`src/rtl/cpu_sequencer_if.sv`:
```
// Data-memory req/ack port of the accumulator CPU sequencer.
// The sequencer is the master; the memory model or controller is the slave.
interface cpu_sequencer_if;
    logic       memReq;
    logic       memWe;
    logic [9:0] memAddr;
    logic [7:0] memWData;
    logic       memAck;
    logic [7:0] memRData;

    modport master (
        output memReq, memWe, memAddr, memWData,
        input  memAck, memRData
    );

    modport slave (
        input  memReq, memWe, memAddr, memWData,
        output memAck, memRData
    );
endinterface

```
`src/rtl/cpu_sequencer.sv`:
```
// Multi-cycle control unit of the 8-bit accumulator CPU: FETCH/EXEC/RESULT/MEM.
// Define ILLEGAL_TRAP_EN to make illegal opcodes enter the terminal TRAP state.
module cpu_sequencer #(
    parameter logic [9:0] PC_RESET = 10'h000
) (
    input  logic                   clk,
    input  logic                   reset,
    output logic [9:0]             iAddr,
    input  logic [15:0]            iData,
    output logic [5:0]             aluOpcode,
    output logic [9:0]             aluIn1,
    output logic [9:0]             aluIn2,
    input  logic [9:0]             aluReDir,
    input  logic [9:0]             aluWrDir,
    input  logic [7:0]             aluWrData,
    cpu_sequencer_if.master        mem,
    output logic [7:0]             regA,
    output logic [7:0]             regB,
    output logic                   halt,
    output logic [9:0]             trapPc
);

    localparam logic [5:0] OP_NOP  = 6'h00;
    localparam logic [5:0] OP_LDCA = 6'h01;
    localparam logic [5:0] OP_LDCB = 6'h02;
    localparam logic [5:0] OP_LDA  = 6'h03;
    localparam logic [5:0] OP_LDB  = 6'h04;
    localparam logic [5:0] OP_STA  = 6'h05;
    localparam logic [5:0] OP_STB  = 6'h06;
    localparam logic [5:0] OP_ADDA = 6'h07;
    localparam logic [5:0] OP_ADDB = 6'h08;

    typedef enum logic [2:0] {
        ST_FETCH,
        ST_EXEC,
        ST_RESULT,
        ST_MEM
`ifdef ILLEGAL_TRAP_EN
        , ST_TRAP
`endif
    } state_t;

    state_t     r_state;
    logic [9:0] r_pc;
    logic [5:0] r_ir_op;
    logic [7:0] r_ir_imm;
    logic [7:0] r_a;
    logic [7:0] r_b;
    logic [5:0] r_alu_opcode;
    logic [9:0] r_alu_in1;
    logic [9:0] r_alu_in2;
    logic       r_mem_req;
    logic       r_mem_we;
    logic [9:0] r_mem_addr;
    logic [7:0] r_mem_wdata;

    logic [5:0] w_op;
    logic [9:0] w_operand;

    assign w_op      = iData[15:10];
    assign w_operand = iData[9:0];

`ifdef ILLEGAL_TRAP_EN
    logic       r_halt;
    logic [9:0] r_trap_pc;

    function automatic logic is_legal(input logic [5:0] op);
        case (op)
            OP_NOP, OP_LDCA, OP_LDCB, OP_LDA, OP_LDB,
            OP_STA, OP_STB, OP_ADDA, OP_ADDB: return 1'b1;
            default:                          return 1'b0;
        endcase
    endfunction
`endif

    // ALU inputs are registered at the FETCH edge so they are stable for
    // exactly the EXEC cycle; A and B cannot change between FETCH and EXEC.
    always_ff @(posedge clk) begin
        // NOTE: reset is synchronous here, so it sits inside the clocked block
        // and every state element below uses non-blocking assignment.
        if (!reset) begin
            r_state      <= ST_FETCH;
            r_pc         <= PC_RESET;
            r_ir_op      <= OP_NOP;
            r_ir_imm     <= '0;
            r_a          <= '0;
            r_b          <= '0;
            r_alu_opcode <= OP_NOP;
            r_alu_in1    <= '0;
            r_alu_in2    <= '0;
            r_mem_req    <= 1'b0;
            r_mem_we     <= 1'b0;
            r_mem_addr   <= '0;
            r_mem_wdata  <= '0;
`ifdef ILLEGAL_TRAP_EN
            r_halt       <= 1'b0;
            r_trap_pc    <= '0;
`endif
        end else begin
            case (r_state)
                ST_FETCH: begin
                    r_ir_op      <= w_op;
                    r_ir_imm     <= w_operand[7:0];
                    r_pc         <= r_pc + 10'd1;
                    r_alu_opcode <= w_op;
                    r_alu_in1    <= '0;
                    r_alu_in2    <= '0;
                    case (w_op)
                        OP_LDA, OP_LDB: r_alu_in1 <= w_operand;
                        OP_STA: begin
                            r_alu_in1 <= w_operand;
                            r_alu_in2 <= {2'b00, r_a};
                        end
                        OP_STB: begin
                            r_alu_in1 <= {2'b00, r_b};
                            r_alu_in2 <= w_operand;
                        end
                        OP_ADDA, OP_ADDB: begin
                            r_alu_in1 <= {2'b00, r_a};
                            r_alu_in2 <= {2'b00, r_b};
                        end
                        default: ;
                    endcase
                    r_state <= ST_EXEC;
                end

                ST_EXEC: begin
                    r_alu_opcode <= OP_NOP;
                    r_alu_in1    <= '0;
                    r_alu_in2    <= '0;
                    r_state      <= ST_RESULT;
`ifdef ILLEGAL_TRAP_EN
                    if (!is_legal(r_ir_op)) begin
                        r_state   <= ST_TRAP;
                        r_halt    <= 1'b1;
                        r_trap_pc <= r_pc - 10'd1;
                    end
`endif
                end

                ST_RESULT: begin
                    r_state <= ST_FETCH;
                    case (r_ir_op)
                        OP_LDCA: r_a <= r_ir_imm;
                        OP_LDCB: r_b <= r_ir_imm;
                        OP_ADDA: r_a <= aluWrData;
                        OP_ADDB: r_b <= aluWrData;
                        OP_LDA, OP_LDB: begin
                            r_mem_addr <= aluReDir;
                            r_mem_we   <= 1'b0;
                            r_mem_req  <= 1'b1;
                            r_state    <= ST_MEM;
                        end
                        OP_STA, OP_STB: begin
                            r_mem_addr  <= aluWrDir;
                            r_mem_wdata <= aluWrData;
                            r_mem_we    <= 1'b1;
                            r_mem_req   <= 1'b1;
                            r_state     <= ST_MEM;
                        end
                        default: ;
                    endcase
                end

                ST_MEM: begin
                    if (mem.memAck) begin
                        r_mem_req <= 1'b0;
                        r_state   <= ST_FETCH;
                        if (!r_mem_we) begin
                            if (r_ir_op == OP_LDA) r_a <= mem.memRData;
                            else                   r_b <= mem.memRData;
                        end
                    end
                end

`ifdef ILLEGAL_TRAP_EN
                ST_TRAP: r_state <= ST_TRAP;
`endif

                default: r_state <= ST_FETCH;
            endcase
        end
    end

    assign iAddr        = r_pc;
    assign aluOpcode    = r_alu_opcode;
    assign aluIn1       = r_alu_in1;
    assign aluIn2       = r_alu_in2;
    assign regA         = r_a;
    assign regB         = r_b;
    assign mem.memReq   = r_mem_req;
    assign mem.memWe    = r_mem_we;
    assign mem.memAddr  = r_mem_addr;
    assign mem.memWData = r_mem_wdata;

`ifdef ILLEGAL_TRAP_EN
    assign halt   = r_halt;
    assign trapPc = r_trap_pc;
`else
    assign halt   = 1'b0;
    assign trapPc = '0;
`endif

endmodule

```
`src/flat_wrapper.sv`:
```
// flat-port wrapper written by rule: the top's interface ports become plain ports
module cpu_sequencer_flat 
#(
    parameter logic [9:0] PC_RESET = 10'h000
)
  (clk, reset, iAddr, iData, aluOpcode, aluIn1, aluIn2, aluReDir, aluWrDir, aluWrData, regA, regB, halt, trapPc, mem_memReq, mem_memWe, mem_memAddr, mem_memWData, mem_memAck, mem_memRData);
  cpu_sequencer_if mem_i ();
  input  logic clk;
  input  logic reset;
  output logic [9:0] iAddr;
  input  logic [15:0] iData;
  output logic [5:0] aluOpcode;
  output logic [9:0] aluIn1;
  output logic [9:0] aluIn2;
  input  logic [9:0] aluReDir;
  input  logic [9:0] aluWrDir;
  input  logic [7:0] aluWrData;
  output logic [7:0] regA;
  output logic [7:0] regB;
  output logic halt;
  output logic [9:0] trapPc;
  output wire logic [$bits(mem_i.memReq)-1:0] mem_memReq;
  output wire logic [$bits(mem_i.memWe)-1:0] mem_memWe;
  output wire logic [$bits(mem_i.memAddr)-1:0] mem_memAddr;
  output wire logic [$bits(mem_i.memWData)-1:0] mem_memWData;
  input wire logic [$bits(mem_i.memAck)-1:0] mem_memAck;
  input wire logic [$bits(mem_i.memRData)-1:0] mem_memRData;
  assign mem_memReq = mem_i.memReq;
  assign mem_memWe = mem_i.memWe;
  assign mem_memAddr = mem_i.memAddr;
  assign mem_memWData = mem_i.memWData;
  assign mem_i.memAck = mem_memAck;
  assign mem_i.memRData = mem_memRData;
  cpu_sequencer #(.PC_RESET(PC_RESET)) u_core (.clk(clk), .reset(reset), .iAddr(iAddr), .iData(iData), .aluOpcode(aluOpcode), .aluIn1(aluIn1), .aluIn2(aluIn2), .aluReDir(aluReDir), .aluWrDir(aluWrDir), .aluWrData(aluWrData), .mem(mem_i), .regA(regA), .regB(regB), .halt(halt), .trapPc(trapPc));
endmodule
```
`config.mk`:
```
export PLATFORM = sky130hd
export DESIGN_NAME = cpu_sequencer_flat
export DESIGN_NICKNAME = d
export VERILOG_FILES = /design/src/rtl/cpu_sequencer_if.sv /design/src/rtl/cpu_sequencer.sv /design/src/flat_wrapper.sv
export SDC_FILE = /design/constraint.sdc
export NUM_CORES = 1
export LEC_CHECK = 0
export ABC_AREA = 0
export BUFFER_PORTS_ARGS = -buffer_cell sky130_fd_sc_hd__clkbuf_2
export CORE_ASPECT_RATIO = 1.5
export CORE_MARGIN = 5
export CORE_UTILIZATION = 50
export DETAILED_ROUTE_END_ITERATION = 6
export PLACE_DENSITY = 0.84
export SETUP_SLACK_MARGIN = 0.15
export SYNTH_ARGS = -nofsm -noshare
export SYNTH_HDL_FRONTEND = slang
export SYNTH_SLANG_ARGS = --single-unit
```
`constraint.sdc`:
```
create_clock -name clk -period 2 [get_ports clk]
set_input_delay 0.3 -clock clk [delete_from_list [all_inputs] [get_ports clk]]
set_output_delay 0.3 -clock clk [all_outputs]
set_load 0.02 [all_outputs]
```
==> Yosys cells after proc, flatten, opt, wreduce, memory -nomap -nowiden <==
Cells that the tools add are included.
{ "totals": {"ff_bits": 89, "latchBits": 0, "ram_bits": 0, "mem_bits_ro": 0, "in_bits": 55, "output_inout_bits": 83, "memories": 0} }
{ "op_classes": {"addsub": 1, "multipliers": 0, "n_div": 0, "order_cmp": 0, "n_eq_ne": 24, "shifts": 0, "muxes": 23, "bitwise": 0, "n_reduce_logical": 14} }
{ "op_table": {"columns": ["op", "count"], "rows": [
  ["case mux 8 bit (2 select lines)", 4],
  ["case mux 10 bit (2 select lines)", 3],
  ["case mux 10 bit (3 select lines)", 2],
  ["== test 6 x 3 -> 1 bit, second input constant", 8],
  ["two-way mux 8 bit", 6],
  ["== test 6 x 2 -> 1 bit, second input constant", 3],
  ["== test 6 x 4 -> 1 bit, second input constant", 2],
  ["case mux 3 bit (4 select lines)", 1],
  ["case mux 6 bit (2 select lines)", 1],
  ["adder 10 x 1 -> 10 bit, second input constant", 1],
  ["AND reduction 5 bit", 2],
  ["!= test 2 bit, second input constant", 4],
  ["== test 3 x 2 -> 1 bit, second input constant", 2],
  ["== test 6 x 1 -> 1 bit, second input constant", 1],
  ["!= test 3 bit, second input constant", 2],
  ["nonzero test 2 bit", 3],
  ["OR reduction 2 bit", 3],
  ["case mux 1 bit (2 select lines)", 2],
  ["AND reduction 2 bit", 2],
  ["OR reduction 4 bit", 1],
  ["== test 3 x 1 -> 1 bit, second input constant", 1],
  ["zero test 3 bit", 1],
  ["two-way mux 3 bit", 1],
  ["AND reduction 3 bit", 1],
  ["4 further kinds", 5]
]} }

==> Longest topological paths before layout <==
{ "logic_depth": {"word_depth": 5, "mapped_depth": 6, "ltp_nobuf": 5} }

==> Worst setup path after synthesis <==
OpenSTA, ideal clock, no wires.
{ "synth_path": {"path_type": "input to register", "from": "input port iData[10]", "to": "register u_core.r_alu_in1[7] (netlist: u_core.aluIn1[7])", "setup_time_ns": 0.086, "t_arrival_ns": 1.705, "path_slack_ns": 0.208, "path_stages": 4, "path_cell_list": "or4b_4 a211oi_4 o31ai_4 a221oi_2"} }
{ "synth_between": {"elab_chain_cells": 4, "elab_cells_between_ends": 10, "classes_between": "eq/ne (6); mux (2); reduce/logical (2)"} }
{ "synth_rtl": {"columns": ["item", "line", "text"], "rows": [
  ["start, declared", "flat_wrapper.sv:11", "input logic [15:0] iData;"],
  ["== test 6 x 2 -> 1 bit (tied with other cells)", "cpu_sequencer.sv:108", "case (w_op)"],
  ["OR reduction 3 bit (no line) or OR reduction 2 bit (tied branches)", null, null],
  ["case mux 10 bit (3 select lines) *", "cpu_sequencer.sv:108", null],
  ["case mux 10 bit (2 select lines) *", "cpu_sequencer.sv:100", "case (r_state)"],
  ["end signal, assigned", "cpu_sequencer.sv:109", "OP_LDA, OP_LDB: r_alu_in1 <= w_operand;"],
  ["end signal, assigned", "cpu_sequencer.sv:111", "r_alu_in1 <= w_operand;"],
  ["end signal, assigned", "cpu_sequencer.sv:115", "r_alu_in1 <= {2'b00, r_b};"],
  ["end, declared", "cpu_sequencer.sv:50", "logic [9:0] r_alu_in1;"]
]} }
Every way passes the cells marked *; elsewhere a longest branch is shown, timed or not.
A chain may end at the register's enable or synchronous reset.

==> Worst setup path after layout <==
{ "layout_path": {"from": "register u_core.r_ir_op[3]", "to": "register u_core.r_b[1] (netlist: u_core.regB[1])"} }
{ "layout_between": {"elab_chain_cells": 3, "elab_cells_between_ends": 8, "classes_between": "eq/ne (5); mux (2); reduce/logical (1)"} }
{ "layout_rtl": {"columns": ["item", "line", "text"], "rows": [
  ["start, declared", "cpu_sequencer.sv:45", "logic [5:0] r_ir_op;"],
  ["start signal, assigned", "cpu_sequencer.sv:102", "r_ir_op <= w_op;"],
  ["== test 6 x 4 -> 1 bit (tied with other cells)", "cpu_sequencer.sv:143", "case (r_ir_op)"],
  ["case mux 8 bit (2 select lines) (tied with other cells)", "cpu_sequencer.sv:143", null],
  ["case mux 8 bit (2 select lines) or AND reduction 5 bit (tied branches)", null, null],
  ["end signal, assigned", "cpu_sequencer.sv:145", "OP_LDCB: r_b <= r_ir_imm;"],
  ["end signal, assigned", "cpu_sequencer.sv:147", "OP_ADDB: r_b <= aluWrData;"],
  ["end signal, assigned", "cpu_sequencer.sv:171", "else r_b <= mem.memRData;"],
  ["end, declared", "cpu_sequencer.sv:48", "logic [7:0] r_b;"]
]} }
Parallel ways exist; a longest one is shown, timed or not.

==> report_table.html <==
<table>
<tr><th>Metric</th><th>Value</th></tr>
<tr><th colspan="2">Timing</th></tr>
<tr><td>Final critical-path required period</td><td>~1.7 ns</td></tr>
<tr><td>Hold Worst Slack</td><td>~0.24 ns</td></tr>
<tr><td>Setup repair after global routing missed its margin</td><td>false</td></tr>
<tr><td>Total count of max-transition violations in the final report</td><td>0</td></tr>
<tr><td>Total setup violations reported at the end of the flow</td><td>0</td></tr>
<tr><td>Relative max-transition margin</td><td>58.6%</td></tr>
<tr><td>Final Hold Vio Count</td><td>0</td></tr>
<tr><td>Timing-limited maximum frequency</td><td>575 MHz</td></tr>
<tr><td>Fin Clk Skew</td><td>between 0.007 and 0.008 ns</td></tr>
<tr><td>Tcrit/Tclk final</td><td>between 80% and 90%</td></tr>
<tr><td>Transition at the pin with the smallest max-transition slack</td><td>about 0.62 ns</td></tr>
<tr><td>Total Neg Setup Slack</td><td>0 ns</td></tr>
<tr><th colspan="2">Floorplan</th></tr>
<tr><td>Die Area</td><td>~0.010 mm^2</td></tr>
<tr><td>Placeable core region</td><td>0.00801 mm^2</td></tr>
<tr><td>Count of standard-cell rows</td><td>40</td></tr>
<tr><td>Vert. Die Dim</td><td>~120 um</td></tr>
<tr><td>Initial Util</td><td>between 50 and 60%</td></tr>
<tr><td>Floorplan die width</td><td>between 80 and 90 um</td></tr>
<tr><td>Count of boundary I/O pins</td><td>between 100 and 150</td></tr>
<tr><th colspan="2">Synth</th></tr>
<tr><td>Sequential-to-total area share from yosys stat</td><td>42.9%</td></tr>
<tr><td>Mapped cell area</td><td>0.00410 mm^2</td></tr>
<tr><td>Total of flip-flops plus latches after synthesis</td><td>88</td></tr>
<tr><td>Leading register cell type out of synthesis</td><td>sky130_fd_sc_hd__dfxtp_1</td></tr>
<tr><td>Mean instance size in the synthesized netlist</td><td>8.84 um^2</td></tr>
<tr><td>Unique cell type count in the Yosys netlist</td><td>57</td></tr>
<tr><td>Number of standard cells after synthesis</td><td>between 400 and 500</td></tr>
<tr><td>Number of warnings reported in the yosys synthesis log</td><td>0</td></tr>
<tr><td>Number of synthesized flops with an enable pin</td><td>0</td></tr>
<tr><td>Synth async-reset ratio</td><td>0%</td></tr>
<tr><th colspan="2">Cells and area</th></tr>
<tr><td>Filler-free cell count of the finished design</td><td>around 700</td></tr>
<tr><td>Synth-to-layout area growth</td><td>26.9%</td></tr>
<tr><td>Fraction of layout instances using a drive strength above 1</td><td>between 30% and 40%</td></tr>
<tr><td># diodes</td><td>0</td></tr>
<tr><td>Final layout net count</td><td>648</td></tr>
<tr><td>Share of the core filled with cells</td><td>65.0%</td></tr>
<tr><th colspan="2">Global routing</th></tr>
<tr><td>Vias in the first global route</td><td>a little under 4000</td></tr>
<tr><td>First-pass GRT wire length</td><td>roughly 19000 um</td></tr>
<tr><td>Grt met3 use</td><td>between 6 and 7%</td></tr>
<tr><td>Maximum number of pins on one net before global-route repair</td><td>30</td></tr>
<tr><td>Overall overflow remaining after global route</td><td>0</td></tr>
<tr><td>Met1 Track Usage GR</td><td>between 20% and 30%</td></tr>
<tr><td>GR met2 Demand/Resource</td><td>between 30% and 40%</td></tr>
<tr><td>Total routing usage reported by global routing</td><td>a little under a quarter</td></tr>
<tr><td>GRT Max-Usage Layer</td><td>met2</td></tr>
<tr><td>Antenna violations before repair</td><td>0</td></tr>
<tr><th colspan="2">Detailed routing</th></tr>
<tr><td>Average wire per cell in the routed design</td><td>16.7 um</td></tr>
<tr><td>TritonRoute pass-1 iters</td><td>7</td></tr>
<tr><td>Via-to-Cell Ratio</td><td>around 5.8</td></tr>
<tr><td>Antenna-violating nets left</td><td>0</td></tr>
<tr><td>Drc violations</td><td>10</td></tr>
<tr><td>Wirelength, routed</td><td>roughly 12000 um</td></tr>
<tr><td>Violation count after the first detailed-routing iteration</td><td>429</td></tr>
<tr><td>Detailed-route via count</td><td>around 4000</td></tr>
<tr><th colspan="2">Clock tree</th></tr>
<tr><td>Bufs on Longest Clock Path</td><td>2</td></tr>
<tr><td>Number of buffers created by CTS</td><td>9</td></tr>
<tr><td>Clock Pin Slew Worst Setup and Hold Paths</td><td>roughly 0.060 ns</td></tr>
<tr><td>Clock network latency to the later pin of the worst-skew pair</td><td>~0.34 ns</td></tr>
<tr><td>CTS tree</td><td>done</td></tr>
<tr><td>Clk sinks</td><td>between 80 and 90</td></tr>
<tr><td>H-Tree Level Count</td><td>3</td></tr>
<tr><td>Clock root buffer master</td><td>sky130_fd_sc_hd__clkbuf_16</td></tr>
<tr><th colspan="2">Run status</th></tr>
<tr><td>Status</td><td>finished, violations left</td></tr>
<tr><td>Violated checks</td><td>DRC</td></tr>
<tr><th colspan="2">Power</th></tr>
<tr><td>Power, Total</td><td>approximately 4.2 mW</td></tr>
<tr><td>Power density normalized to cell area</td><td>a little over 800 mW/mm^2</td></tr>
<tr><td>IR drop worst, VDD</td><td>around 0.00057 V</td></tr>
<tr><td>Leakage power of the design</td><td>between 2 and 2.5 nW</td></tr>
<tr><th colspan="2">Flow run</th></tr>
<tr><td>Max-cap violations</td><td>0</td></tr>
<tr><th colspan="2">Setup path</th></tr>
<tr><td>Biggest fanout along the worst timing path</td><td>7</td></tr>
<tr><td>Critical Path AT</td><td>1.99 ns</td></tr>
<tr><td>Required time of the critical path</td><td>~2.3 ns</td></tr>
<tr><td>Worst Setup Path Type</td><td>flop to flop</td></tr>
<tr><td>Sort of element at the start of the critical path</td><td>flop</td></tr>
<tr><td>Worst setup EP type</td><td>flop</td></tr>
<tr><th colspan="2">Placed design</th></tr>
<tr><td>Hpwl dp</td><td>~9000 um</td></tr>
<tr><td>Quantity of I/O buffers inserted on ports</td><td>126</td></tr>
<tr><td>GP Congestion</td><td>0.863</td></tr>
<tr><td>Number of instances in the placed design</td><td>~690</td></tr>
<tr><th colspan="2">Hold path</th></tr>
<tr><td>Kind of path behind the tightest hold check</td><td>primary input to flop</td></tr>
</table>
==> through the flow <==
step | area [um^2] | worst slack, ns
final | 5210 | 0.260
after detailed placement | 4870 | -0.0239
after floorplan | 4140 | 0.208
after global placement | 4870 | 0.0513
after global routing | 5210 | 0.180
after CTS | 5190 | 0.200
==> flip-flops by register name, summed over array words and instances (netlist names) <==
name                 flops
u_core.r_ir_op           6
u_core.r_state           2
u_core.mem.memWData      8
u_core.aluIn2           10
u_core.aluOpcode         6
u_core.mem.memAddr      10
u_core.r_ir_imm          8
u_core.mem.memReq        1
u_core.regA              8
u_core.iAddr            10
u_core.aluIn1           10
u_core.mem.memWe         1
u_core.regB              8
==> cells by family after synthesis <==
| family | share of synthesized area (%) |
|---|---|
| flip-flops | 42.9 |
| adder cells (fa/ha/maj) | 0.305 |
| XOR/XNOR | 2.56 |
| buffers and inverters | 6.22 |
| multiplexers | 4.39 |
| AO/OA/AOI/OAI | 24.5 |
| AND/OR/NAND/NOR | 19.0 |
| other | 0.0914 |
==> cells in the final DEF, fill, tap and decap left out, types with 2 or more instances in the layout <==
cell | Yosys | final
sky130_fd_sc_hd__inv_1 | 10 | 10
sky130_fd_sc_hd__a22o_1 | 7 | 7
sky130_fd_sc_hd__dfxtp_1 | 88 | 86
sky130_fd_sc_hd__and2_1 | 3 | 3
sky130_fd_sc_hd__nand3b_1 | 2 | 2
sky130_fd_sc_hd__clkbuf_2 | 0 | 126
sky130_fd_sc_hd__dfxtp_2 | 0 | 2
sky130_fd_sc_hd__nand4b_1 | 2 | 2
sky130_fd_sc_hd__nor3b_2 | 2 | 2
sky130_fd_sc_hd__nand3_1 | 13 | 13
sky130_fd_sc_hd__and3_1 | 10 | 10
sky130_fd_sc_hd__buf_4 | 13 | 22
sky130_fd_sc_hd__clkbuf_1 | 21 | 2
sky130_fd_sc_hd__a221oi_2 | 8 | 8
sky130_fd_sc_hd__clkbuf_16 | 0 | 9
sky130_fd_sc_hd__nor4_1 | 2 | 2
sky130_fd_sc_hd__a32oi_1 | 4 | 4
sky130_fd_sc_hd__a21oi_1 | 36 | 36
sky130_fd_sc_hd__nor3_1 | 4 | 3
sky130_fd_sc_hd__conb_1 | 1 | 11
sky130_fd_sc_hd__xnor2_1 | 6 | 6
sky130_fd_sc_hd__a222oi_1 | 16 | 16
sky130_fd_sc_hd__o21a_1 | 2 | 2
sky130_fd_sc_hd__nand2_1 | 69 | 68
sky130_fd_sc_hd__nor2b_1 | 2 | 2
sky130_fd_sc_hd__o21ai_1 | 15 | 15
sky130_fd_sc_hd__bufinv_16 | 0 | 2
sky130_fd_sc_hd__nor2_1 | 32 | 32
sky130_fd_sc_hd__xor2_1 | 6 | 6
sky130_fd_sc_hd__o21ai_0 | 13 | 13
sky130_fd_sc_hd__o32ai_1 | 7 | 6
sky130_fd_sc_hd__a211oi_1 | 8 | 8
sky130_fd_sc_hd__mux2i_1 | 18 | 18
sky130_fd_sc_hd__a31oi_1 | 7 | 7
sky130_fd_sc_hd__or4b_4 | 2 | 2
sky130_fd_sc_hd__nand4_1 | 4 | 4
==> repair_timing <==
item | in CTS | in global routing
setup buffers | 0 | 0
setup endpoints to repair | 0 | 9
gates resized for setup | 0 | 6
hold buffers | 0 | 0
==> worst paths after layout <==
path | start | end | slack [ns] | depth (start not counted)
setup reg to reg | u_core.r_ir_op[3] | u_core.regB[1] | 0.26 | 4
setup / recovery | u_core.r_ir_op[3] | u_core.regB[1] | 0.26 | 4
hold / removal | aluWrData[6] | u_core.mem.memWData[6] | 0.24 | 3
hold reg to reg | u_core.aluIn2[0] | u_core.aluIn2[0] | 0.45 | 2
==> worst max-delay path, stage by stage (launching register included) <==
cell and delay, ns:
sky130_fd_sc_hd__dfxtp_1 0.50, sky130_fd_sc_hd__nor3_2 0.13, sky130_fd_sc_hd__a2111o_1 0.44, sky130_fd_sc_hd__a21o_2 0.29
sky130_fd_sc_hd__o32ai_1 0.29
==> routing by layer <==
layer	routed length, um	vias to the layer above
met4	320	0
li1	-	1934
met5	0	-
met3	921	36
met2	6080	196
met1	4430	1871
==> power by group <==
part | switching (mW) | internal (mW)
registers | 0.0703 | 1.81
logic | 0.347 | 0.207
clock network | 0.674 | 1.09
total | 1.09 | 3.11
==> Yosys cell counts (8+ instances only) <==
master	instances	area [um^2]
sky130_fd_sc_hd__a211oi_1	8	60.1
sky130_fd_sc_hd__a21oi_1	36	180
sky130_fd_sc_hd__a221oi_2	8	120
sky130_fd_sc_hd__a222oi_1	16	160
sky130_fd_sc_hd__and3_1	10	62.6
sky130_fd_sc_hd__buf_4	13	97.6
sky130_fd_sc_hd__clkbuf_1	21	78.8
sky130_fd_sc_hd__dfxtp_1	88	1760
sky130_fd_sc_hd__inv_1	10	37.5
sky130_fd_sc_hd__mux2i_1	18	180
sky130_fd_sc_hd__nand2_1	69	259
sky130_fd_sc_hd__nand3_1	13	65.1
sky130_fd_sc_hd__nor2_1	32	120
sky130_fd_sc_hd__o21ai_0	13	65.1
sky130_fd_sc_hd__o21ai_1	15	75.1
==> layout make-up <==
class	instances	area, um^2
multi-input cells	333	2140
clock buffers	11	233
fillers	661	2800
repair buffers	149	816
clock inverters	5	81.3
flip-flops and latches	88	1760
well taps	105	131
inverters	11	41.3
Power figures use the tool's default switching activity.
